<file path="src/rtl/sha256_pkg.sv">
// Purpose: shared types and constants for the SHA-256 source-side padder.
// Latency: n/a (declarations only).
// Backpressure: n/a.
package sha256_pkg;

    localparam int SRC_IF_DATA_W         = 64;
    localparam int SHA_IF_DATA_W         = 256;
    localparam int LEN_W                 = 61;
    localparam int SHA256_WORDS_PER_HALF = 4;
    localparam int SHA256_LEN_WORD_IDX   = 7;

    localparam logic [7:0] SHA256_PAD_BYTE = 8'h80;

    typedef enum logic [1:0] {
        IDLE,
        FILL,
        PAD,
        SEND
    } padder_state_e;

    // Word carrying only the 0x80 marker, used when the message ends word-aligned.
    function automatic logic [SRC_IF_DATA_W-1:0] pad_marker_word();
        return {SHA256_PAD_BYTE, {(SRC_IF_DATA_W-8){1'b0}}};
    endfunction

endpackage

</file>
<file path="src/rtl/sha256_padder_if.sv">
// Purpose: source-word and half-block handshakes of the padder in one bundle.
// Latency: n/a (wiring only).
// Backpressure: src side val/rdy, manager side val/rdy; val holds its payload until rdy.
// Ports: src_padder_data_val/_data/_data_last/_data_bytes, padder_src_rdy,
//        padder_manager_data_val/_data/_data_last, manager_padder_rdy.
// Modports: slave = the padder, master = the environment around it.
interface sha256_padder_if;
    import sha256_pkg::*;

    logic                     src_padder_data_val;
    logic [SRC_IF_DATA_W-1:0] src_padder_data;
    logic                     src_padder_data_last;
    logic [2:0]               src_padder_data_bytes;
    logic                     padder_src_rdy;

    logic                     padder_manager_data_val;
    logic [SHA_IF_DATA_W-1:0] padder_manager_data;
    logic                     padder_manager_data_last;
    logic                     manager_padder_rdy;

    modport slave (
        input  src_padder_data_val, src_padder_data, src_padder_data_last,
               src_padder_data_bytes, manager_padder_rdy,
        output padder_src_rdy, padder_manager_data_val, padder_manager_data,
               padder_manager_data_last
    );

    modport master (
        output src_padder_data_val, src_padder_data, src_padder_data_last,
               src_padder_data_bytes, manager_padder_rdy,
        input  padder_src_rdy, padder_manager_data_val, padder_manager_data,
               padder_manager_data_last
    );

endinterface

</file>
<file path="src/rtl/sha256_padder_pad_word_gen.sv">
// Purpose: terminates the final message word: masks trailing bytes and inserts 0x80.
// Latency: combinational.
// Backpressure: none; pure function of its inputs.
// Ports: word/bytes/last in; pad_word out, need_pad_word set when the last word is full.
module sha256_pad_word_gen
    import sha256_pkg::*;
(
    input  logic [SRC_IF_DATA_W-1:0] word,
    input  logic [2:0]               bytes,
    input  logic                     last,
    output logic [SRC_IF_DATA_W-1:0] pad_word,
    output logic                     need_pad_word
);

    always_comb begin
        pad_word      = word;
        need_pad_word = 1'b0;
        if (last) begin
            // bytes==0 means all 8 bytes are message: the marker goes in a following word.
            if (bytes == 3'd0) begin
                need_pad_word = 1'b1;
            end else begin
                for (int i = 0; i < 8; i++) begin
                    if (i == int'(bytes)) begin
                        pad_word[SRC_IF_DATA_W-1-8*i -: 8] = SHA256_PAD_BYTE;
                    end else if (i > int'(bytes)) begin
                        pad_word[SRC_IF_DATA_W-1-8*i -: 8] = 8'h00;
                    end
                end
            end
        end
    end

endmodule

</file>
<file path="src/rtl/sha256_padder.sv">
// Purpose: pads a byte-granular message (64-bit words) and emits 256-bit half-blocks, upper half first.
// Latency: one cycle from the word completing a half to half-block valid; one cycle per pad word.
// Backpressure: padder_src_rdy drops while padding/sending; half-block data/last held until manager rdy.
// Ports: clk, rst (async, active-high), bus (sha256_padder_if.slave),
//        padder_len_ovf (sticky count overflow, only with SHA256_PADDER_LEN_CHK_EN defined).
module sha256_padder
    import sha256_pkg::*;
(
    input  logic clk,
    input  logic rst,
    sha256_padder_if.slave bus
`ifdef SHA256_PADDER_LEN_CHK_EN
    ,
    output logic padder_len_ovf
`endif
);

    padder_state_e            state_q, state_d;
    logic [2:0]               widx_q, widx_d;
    logic [LEN_W-1:0]         cnt_q, cnt_d;
    logic [SHA_IF_DATA_W-1:0] buf_q, buf_d;
    logic                     pend80_q, pend80_d;   // 0x80 still owed (message ended word-aligned)
    logic                     msg_end_q, msg_end_d; // last source word already taken
    logic                     rdy_q, rdy_d;
    logic                     val_q, val_d;
    logic                     last_q, last_d;

    logic [SRC_IF_DATA_W-1:0] gen_word;
    logic                     gen_need_pad;
    logic                     src_acc;
    logic                     half_full;
    logic [3:0]               add4;
    logic [LEN_W-1:0]         cnt_add;
    logic                     wr_en;
    logic                     len_wr;
    logic [SRC_IF_DATA_W-1:0] wr_word;

    sha256_pad_word_gen u_pad_word_gen (
        .word          (bus.src_padder_data),
        .bytes         (bus.src_padder_data_bytes),
        .last          (bus.src_padder_data_last),
        .pad_word      (gen_word),
        .need_pad_word (gen_need_pad)
    );

    assign src_acc   = bus.src_padder_data_val && rdy_q;
    assign half_full = (widx_q[1:0] == 2'(SHA256_WORDS_PER_HALF - 1));
    assign add4      = (bus.src_padder_data_last && (bus.src_padder_data_bytes != 3'd0))
                       ? {1'b0, bus.src_padder_data_bytes} : 4'd8;
    assign cnt_add   = {{(LEN_W-4){1'b0}}, add4};

    always_comb begin
        state_d   = state_q;
        widx_d    = widx_q;
        cnt_d     = cnt_q;
        buf_d     = buf_q;
        pend80_d  = pend80_q;
        msg_end_d = msg_end_q;
        wr_en     = 1'b0;
        len_wr    = 1'b0;
        wr_word   = '0;

        case (state_q)
            IDLE, FILL: begin
                if (src_acc) begin
                    wr_en   = 1'b1;
                    wr_word = gen_word;
                    cnt_d   = cnt_q + cnt_add;
                    if (bus.src_padder_data_last) begin
                        msg_end_d = 1'b1;
                        pend80_d  = gen_need_pad;
                    end
                    if (half_full)                     state_d = SEND;
                    else if (bus.src_padder_data_last) state_d = PAD;
                    else                               state_d = FILL;
                end
            end
            PAD: begin
                wr_en = 1'b1;
                // The owed marker takes priority even at index 7; the length then moves to an extra block.
                if (pend80_q) begin
                    wr_word  = pad_marker_word();
                    pend80_d = 1'b0;
                end else if (widx_q == 3'(SHA256_LEN_WORD_IDX)) begin
                    wr_word = {cnt_q, 3'b000};
                    len_wr  = 1'b1;
                end
                if (half_full) state_d = SEND;
            end
            SEND: begin
                if (bus.manager_padder_rdy) begin
                    if (last_q) begin
                        state_d   = IDLE;
                        cnt_d     = '0;
                        widx_d    = '0;
                        msg_end_d = 1'b0;
                        pend80_d  = 1'b0;
                    end else if (msg_end_q) begin
                        state_d = PAD;
                    end else begin
                        state_d = FILL;
                    end
                end
            end
            default: state_d = IDLE;
        endcase

        if (wr_en) begin
            widx_d = widx_q + 3'd1;
            for (int i = 0; i < SHA256_WORDS_PER_HALF; i++) begin
                if (widx_q[1:0] == 2'(i)) begin
                    buf_d[SHA_IF_DATA_W-1-SRC_IF_DATA_W*i -: SRC_IF_DATA_W] = wr_word;
                end
            end
        end

        rdy_d  = (state_d == IDLE) || (state_d == FILL);
        val_d  = (state_d == SEND);
        last_d = (state_d == SEND) && ((state_q == SEND) ? last_q : len_wr);
    end

    always_ff @(posedge clk or posedge rst) begin
        if (rst) begin
            state_q   <= IDLE;
            widx_q    <= '0;
            cnt_q     <= '0;
            buf_q     <= '0;
            pend80_q  <= 1'b0;
            msg_end_q <= 1'b0;
            rdy_q     <= 1'b0;
            val_q     <= 1'b0;
            last_q    <= 1'b0;
        end else begin
            state_q   <= state_d;
            widx_q    <= widx_d;
            cnt_q     <= cnt_d;
            buf_q     <= buf_d;
            pend80_q  <= pend80_d;
            msg_end_q <= msg_end_d;
            rdy_q     <= rdy_d;
            val_q     <= val_d;
            last_q    <= last_d;
        end
    end

    assign bus.padder_src_rdy           = rdy_q;
    assign bus.padder_manager_data_val  = val_q;
    assign bus.padder_manager_data      = buf_q;
    assign bus.padder_manager_data_last = last_q;

`ifdef SHA256_PADDER_LEN_CHK_EN
    logic ovf_q, ovf_d;

    // ~cnt_add equals (2^LEN_W-1) - cnt_add, so this compare is exactly "sum exceeds the max".
    assign ovf_d = ovf_q | (src_acc && (cnt_q > ~cnt_add));

    always_ff @(posedge clk or posedge rst) begin
        if (rst) ovf_q <= 1'b0;
        else     ovf_q <= ovf_d;
    end

    assign padder_len_ovf = ovf_q;
`endif

endmodule

</file>
<file path="src/flat_wrapper.sv">
// flat-port wrapper written by rule: the top's interface ports become plain ports
module sha256_padder_flat import sha256_pkg::*;
  (clk, rst, bus_src_padder_data_val, bus_src_padder_data, bus_src_padder_data_last, bus_src_padder_data_bytes, bus_manager_padder_rdy, bus_padder_src_rdy, bus_padder_manager_data_val, bus_padder_manager_data, bus_padder_manager_data_last);
  sha256_padder_if bus_i ();
  input  logic clk;
  input  logic rst;
  input wire logic [$bits(bus_i.src_padder_data_val)-1:0] bus_src_padder_data_val;
  input wire logic [$bits(bus_i.src_padder_data)-1:0] bus_src_padder_data;
  input wire logic [$bits(bus_i.src_padder_data_last)-1:0] bus_src_padder_data_last;
  input wire logic [$bits(bus_i.src_padder_data_bytes)-1:0] bus_src_padder_data_bytes;
  input wire logic [$bits(bus_i.manager_padder_rdy)-1:0] bus_manager_padder_rdy;
  output wire logic [$bits(bus_i.padder_src_rdy)-1:0] bus_padder_src_rdy;
  output wire logic [$bits(bus_i.padder_manager_data_val)-1:0] bus_padder_manager_data_val;
  output wire logic [$bits(bus_i.padder_manager_data)-1:0] bus_padder_manager_data;
  output wire logic [$bits(bus_i.padder_manager_data_last)-1:0] bus_padder_manager_data_last;
  assign bus_i.src_padder_data_val = bus_src_padder_data_val;
  assign bus_i.src_padder_data = bus_src_padder_data;
  assign bus_i.src_padder_data_last = bus_src_padder_data_last;
  assign bus_i.src_padder_data_bytes = bus_src_padder_data_bytes;
  assign bus_i.manager_padder_rdy = bus_manager_padder_rdy;
  assign bus_padder_src_rdy = bus_i.padder_src_rdy;
  assign bus_padder_manager_data_val = bus_i.padder_manager_data_val;
  assign bus_padder_manager_data = bus_i.padder_manager_data;
  assign bus_padder_manager_data_last = bus_i.padder_manager_data_last;
  sha256_padder u_core (.clk(clk), .rst(rst), .bus(bus_i));
endmodule
</file>
<file path="config.mk">
export PLATFORM = sky130hd
export DESIGN_NAME = sha256_padder_flat
export DESIGN_NICKNAME = d
export VERILOG_FILES = /design/src/rtl/sha256_pkg.sv /design/src/rtl/sha256_padder_if.sv /design/src/rtl/sha256_padder_pad_word_gen.sv /design/src/rtl/sha256_padder.sv /design/src/flat_wrapper.sv
export SDC_FILE = /design/constraint.sdc
export NUM_CORES = 1
export LEC_CHECK = 0
export ABC_AREA = 1
export CORE_ASPECT_RATIO = 1.1
export CORE_MARGIN = 1
export CORE_UTILIZATION = 45
export DETAILED_ROUTE_END_ITERATION = 6
export PLACE_DENSITY_LB_ADDON = 0.1
export SYNTH_ARGS = -nofsm -noshare
export SYNTH_HDL_FRONTEND = slang
export SYNTH_HIERARCHICAL = 1
export SYNTH_SLANG_ARGS = --single-unit
</file>
<file path="constraint.sdc">
create_clock -name clk -period 15.3 [get_ports clk]
set_clock_uncertainty 0.05 [all_clocks]
set_input_delay 1.53 -clock clk [delete_from_list [all_inputs] [get_ports clk]]
set_output_delay 1.53 -clock clk [all_outputs]
set_load 0.02 [all_outputs]
</file>
==> load_flow_metrics.sql <==
INSERT INTO impl_metrics (metric_group, metric, value, unit) VALUES
('clocking', 'cts_resized', '0', ''),
('sta', 'max_slew.worst_pin.slew', '1.012', 'ns'),
('clocking', 'clock_sink_count', '327', ''),
('global_route', 'grt_antenna_before_repair', '0', ''),
('setup_path', 'cp_startpoint_kind', 'primary input', ''),
('setup_path', 'critical_path_arrival', '4.25', 'ns'),
('power', 'power_per_cell_area', '193.2', 'nW/um2'),
('clocking', 'cts-buffers-inserted', '36', ''),
('yosys', 'synth_async_sr_flop_share', '1.000', ''),
('sta', 'maxSlewHeadroom', '0.3184', ''),
('floorplanning', 'num_io_pins', '331', ''),
('yosys', 'ys.warnings.count', '6', ''),
('clocking', 'cts_setup_buffers', '0', ''),
('global_route', 'globalRouteTotalUtil', '0.2798', ''),
('routing', 'wl_per_cell', '17.15', 'um'),
('clocking', 'ctsLongestPathBuffers', '3', ''),
('setup_path', 'critical-path-slowest-cell', 'sky130_fd_sc_hd__clkdlybuf4s50_1', ''),
('yosys', 'synth.lib_cells_used.distinct', '42', ''),
('placed_design', 'io_buffers', '330', ''),
('setup_path', 'timing_worst_setup_path_type', 'in2reg', ''),
('sta', 'period_needed', '3.901', 'ns'),
('layout', 'layout.nets', '2471', ''),
('sta', 'tns', '0', 'ns'),
('routing', 'drt_pre_antenna_iters', '5', ''),
('routing', 'vias_per_cell', '5.056', ''),
('global_route', 'met2_usage', '0.4615', ''),
('global_route', 'gr-total-overflow', '0', ''),
('floorplanning', 'fp.coreArea', '33540', 'um2'),
('layout', 'antenna_cells', '0', ''),
('setup_path', 'crit_path_max_fanout', '13', ''),
('yosys', 'syn-mean-instance-area', '7.415', 'um2'),
('global_route', 'grt_pass1_wl', '76.53', 'mm'),
('yosys', 'predominant_post_synthesis_flop_cell', 'sky130_fd_sc_hd__dfrtp_1', ''),
('run', 'max_cap_viol_count', '0', ''),
('power', 'cellLeakagePower', '0.01024', 'uW'),
('clocking', 'clk_root_buffer_cell', 'sky130_fd_sc_hd__clkbuf_16', ''),
('sta', 'fmax', '256.3', 'MHz'),
('yosys', 'synthesis.nets', '2169', ''),
('setup_path', 'worst-endpoint-required', '15.65', 'ns'),
('setup_path', 'critical_path_s_largest_stage_delay', '0.85', 'ns'),
('yosys', 'netlist_area', '15480', 'um2'),
('sta', 'rsz_0062_raised_after_global_routing', 'false', ''),
('floorplanning', 'floorplan.initialDensity', '0.4614', ''),
('routing', 'detailedRoute.firstIterationViolations', '1136', ''),
('outcome', 'outcome', 'finished, final reports clean', ''),
('yosys', 'postSynthRegisterBits', '327', ''),
('clocking', 'clock_latency_at_the_later_pin_of_the_worst_skew_pair', '0.51', 'ns'),
('setup_path', 'endpoint_kind', 'register', ''),
('global_route', 'met1_capacity_usage_during_global_routing', '0.3788', ''),
('placed_design', 'place.detailed.instances', '2783', ''),
('power', 'vdd_ir_drop_max', '0.1162', 'mV'),
('floorplanning', 'area_of_the_die', '35140', 'um2'),
('global_route', 'grt_start_max_net_pins', '123', ''),
('sta', 'period_share', '0.2550', ''),
('sta', 'report.final.slew_viol_count', '0', ''),
('clocking', 'cts_tree', 'yes', ''),
('floorplanning', 'fp.dieW', '178.8', 'um'),
('yosys', 'synth_edf_count', '0', ''),
('placed_design', 'hpwl', '34.17', 'mm'),
('routing', 'drc', '0', ''),
('layout', 'layout-drive-gt1-share', '0.04730', ''),
('routing', 'via_count', '14370', ''),
('yosys', 'synthesis.instances', '2087', ''),
('clocking', 'htree_num_levels', '2', ''),
('floorplanning', 'fp-row-count', '70', ''),
('power', 'post-layout-total-power', '3914', 'uW'),
('clocking', 'clk_transition_reported_paths', '0.06', 'ns'),
('floorplanning', 'die_height', '196.5', 'um'),
('sta', 'final-hold-violation-count', '0', ''),
('routing', 'antenna_left', '0', ''),
('layout', 'layoutNonFillerInstCount', '2842', ''),
('layout', 'area_growth_syn_to_layout', '30.92', '%'),
('setup_path', 'path_cells', 'clkdlybuf4s50_1, o31ai_1, nor2_1, fa_1, nand3_1, nand3_1, nand2_1, inv_2, nand2_1, nor2_1, nand3_1, nand2_1, nor2_1', ''),
('global_route', 'grt_busiest_layer', 'met2', ''),
('clocking', 'cts_hold_repair.buffers', '0', ''),
('worst_hold_path', 'hold_path_class', 'reg2reg', ''),
('sta', 'setup-violations-final', '0', ''),
('routing', 'drt-total-wl', '48.73', 'mm'),
('placed_design', 'globalplace.congestion', '0.9397', ''),
('global_route', 'met3_usage', '0.05112', ''),
('global_route', 'vias_in_the_first_global_route', '14030', ''),
('yosys', 'ys_seq_area_frac', '0.5287', '');
==> sequential cells by signal (all words and copies together) (netlist names) <==
signal                               cells
u_core/bus.padder_manager_data         256
u_core/bus.padder_manager_data_last      1
u_core/bus.padder_manager_data_val       1
u_core/bus.padder_src_rdy                1
u_core/cnt_q                            61
u_core/msg_end_q                         1
u_core/pend80_q                          1
u_core/state_q                           2
u_core/widx_q                            3
==> per-layer routing <==
metal | up-vias | part of all wire | wire length (um)
met5 | - | 0 | 0
met4 | 0 | 0.020 | 996
met3 | 57 | 0.072 | 3512
met2 | 475 | 0.48 | 23360
met1 | 6854 | 0.43 | 20860
li1 | 6983 | - | -
==> critical path: cells and delay by family <==
| family | cells | cell delay, ns |
|---|---|---|
| compound gates | 1 | 0.20 |
| fa+ha+maj | 1 | 0.27 |
| buf+inv | 2 | 1.00 |
| simple gates | 9 | 1.24 |
==> cell usage after synthesis, types with 10 or more instances <==
cell | instances | area (um2)
sky130_fd_sc_hd__a21oi_1 | 37 | 185.2
sky130_fd_sc_hd__buf_1 | 14 | 52.55
sky130_fd_sc_hd__buf_2 | 13 | 65.06
sky130_fd_sc_hd__clkbuf_1 | 50 | 187.7
sky130_fd_sc_hd__dfrtp_1 | 327 | 8183
sky130_fd_sc_hd__inv_1 | 165 | 619.3
sky130_fd_sc_hd__inv_2 | 10 | 37.54
sky130_fd_sc_hd__nand2_1 | 1057 | 3968
sky130_fd_sc_hd__nand3_1 | 44 | 220.2
sky130_fd_sc_hd__nand4_1 | 18 | 112.6
sky130_fd_sc_hd__nor2_1 | 176 | 660.6
sky130_fd_sc_hd__nor3_1 | 17 | 85.08
sky130_fd_sc_hd__o21ai_0 | 88 | 440.4
sky130_fd_sc_hd__o21ai_2 | 11 | 96.34
==> cell usage in the layout (no fill, tap or decap), types with 3 or more instances in the layout <==
| master | count |
|---|---|
| sky130_fd_sc_hd__a21oi_1 | 37 |
| sky130_fd_sc_hd__a22o_1 | 5 |
| sky130_fd_sc_hd__buf_4 | 15 |
| sky130_fd_sc_hd__clkbuf_1 | 7 |
| sky130_fd_sc_hd__clkbuf_16 | 37 |
| sky130_fd_sc_hd__clkbuf_8 | 7 |
| sky130_fd_sc_hd__clkdlybuf4s50_1 | 330 |
| sky130_fd_sc_hd__clkinv_2 | 3 |
| sky130_fd_sc_hd__clkinvlp_4 | 3 |
| sky130_fd_sc_hd__dfrtp_1 | 327 |
| sky130_fd_sc_hd__ha_1 | 9 |
| sky130_fd_sc_hd__inv_1 | 164 |
| sky130_fd_sc_hd__inv_2 | 11 |
| sky130_fd_sc_hd__nand2_1 | 1055 |
| sky130_fd_sc_hd__nand2_2 | 4 |
| sky130_fd_sc_hd__nand3_1 | 43 |
| sky130_fd_sc_hd__nand3_2 | 4 |
| sky130_fd_sc_hd__nand4_1 | 18 |
| sky130_fd_sc_hd__nor2_1 | 176 |
| sky130_fd_sc_hd__nor2_4 | 10 |
| sky130_fd_sc_hd__nor3_1 | 17 |
| sky130_fd_sc_hd__o21ai_0 | 88 |
| sky130_fd_sc_hd__o21ai_1 | 3 |
| sky130_fd_sc_hd__o21ai_2 | 11 |
==> report_power, final <==
| part | switching, uW | internal (uW) |
|---|---|---|
| Clock | 342 | 508 |
| Combinational | 1020 | 681 |
| Sequential | 194 | 1170 |
==> final cells by class <==
type | instances | area (um2)
flip-flops and latches | 327 | 8183
multi-input cells | 1503 | 6309
repair buffers | 345 | 3416
clock buffers | 51 | 1049
well taps | 432 | 540.5
inverters | 176 | 668.1
fillers | 3096 | 13280
clock inverters | 8 | 97.59
==> stage by stage <==
| stage | hold slack (ns) | utilization | cell area (um2) | setup WS (ns) |
|---|---|---|---|---|
| final | 0.4173 | 0.6040 | 20260 | 11.40 |
| after global routing | 0.4261 | 0.6040 | 20260 | 11.07 |
| after CTS | 0.4228 | 0.6040 | 20260 | 11.36 |
| after detailed placement | 0.4076 | 0.5699 | 19120 | 10.82 |
| after global placement | 0.4037 | 0.5699 | 19120 | 10.84 |
| after floorplan | 0.4223 | - | 15480 | 4.665 |
==> logic make-up after synthesis <==
kind of cell / Yosys count / share of synthesized area
adders and majority gates: 10 / 0.008570
buffers and inverters: 257 / 0.06460
and+or+nand+nor: 1337 / 0.3417
DFF: 327 / 0.5287
AOI/OAI and AO/OA: 154 / 0.05522
xor gates and xnor gates: 2 / 0.001132
==> worst paths after layout <==
kind                                                    start                                   to  slack (ns)  depth (start not counted)
min reg2reg                u_core/bus.padder_manager_data[94]   u_core/bus.padder_manager_data[94]        0.42                          2
min                        u_core/bus.padder_manager_data[94]   u_core/bus.padder_manager_data[94]        0.42                          2
max in group asynchronous                                 rst  u_core/bus.padder_manager_data[163]       11.54                          4
max                                  bus_src_padder_data_last                     u_core/cnt_q[60]       11.40                         13
max reg2reg                                  u_core/widx_q[0]   u_core/bus.padder_manager_data[42]       12.42                          7
min in group asynchronous                                 rst  u_core/bus.padder_manager_data[191]        1.46                          2
(Power assumes the default switching activity.)
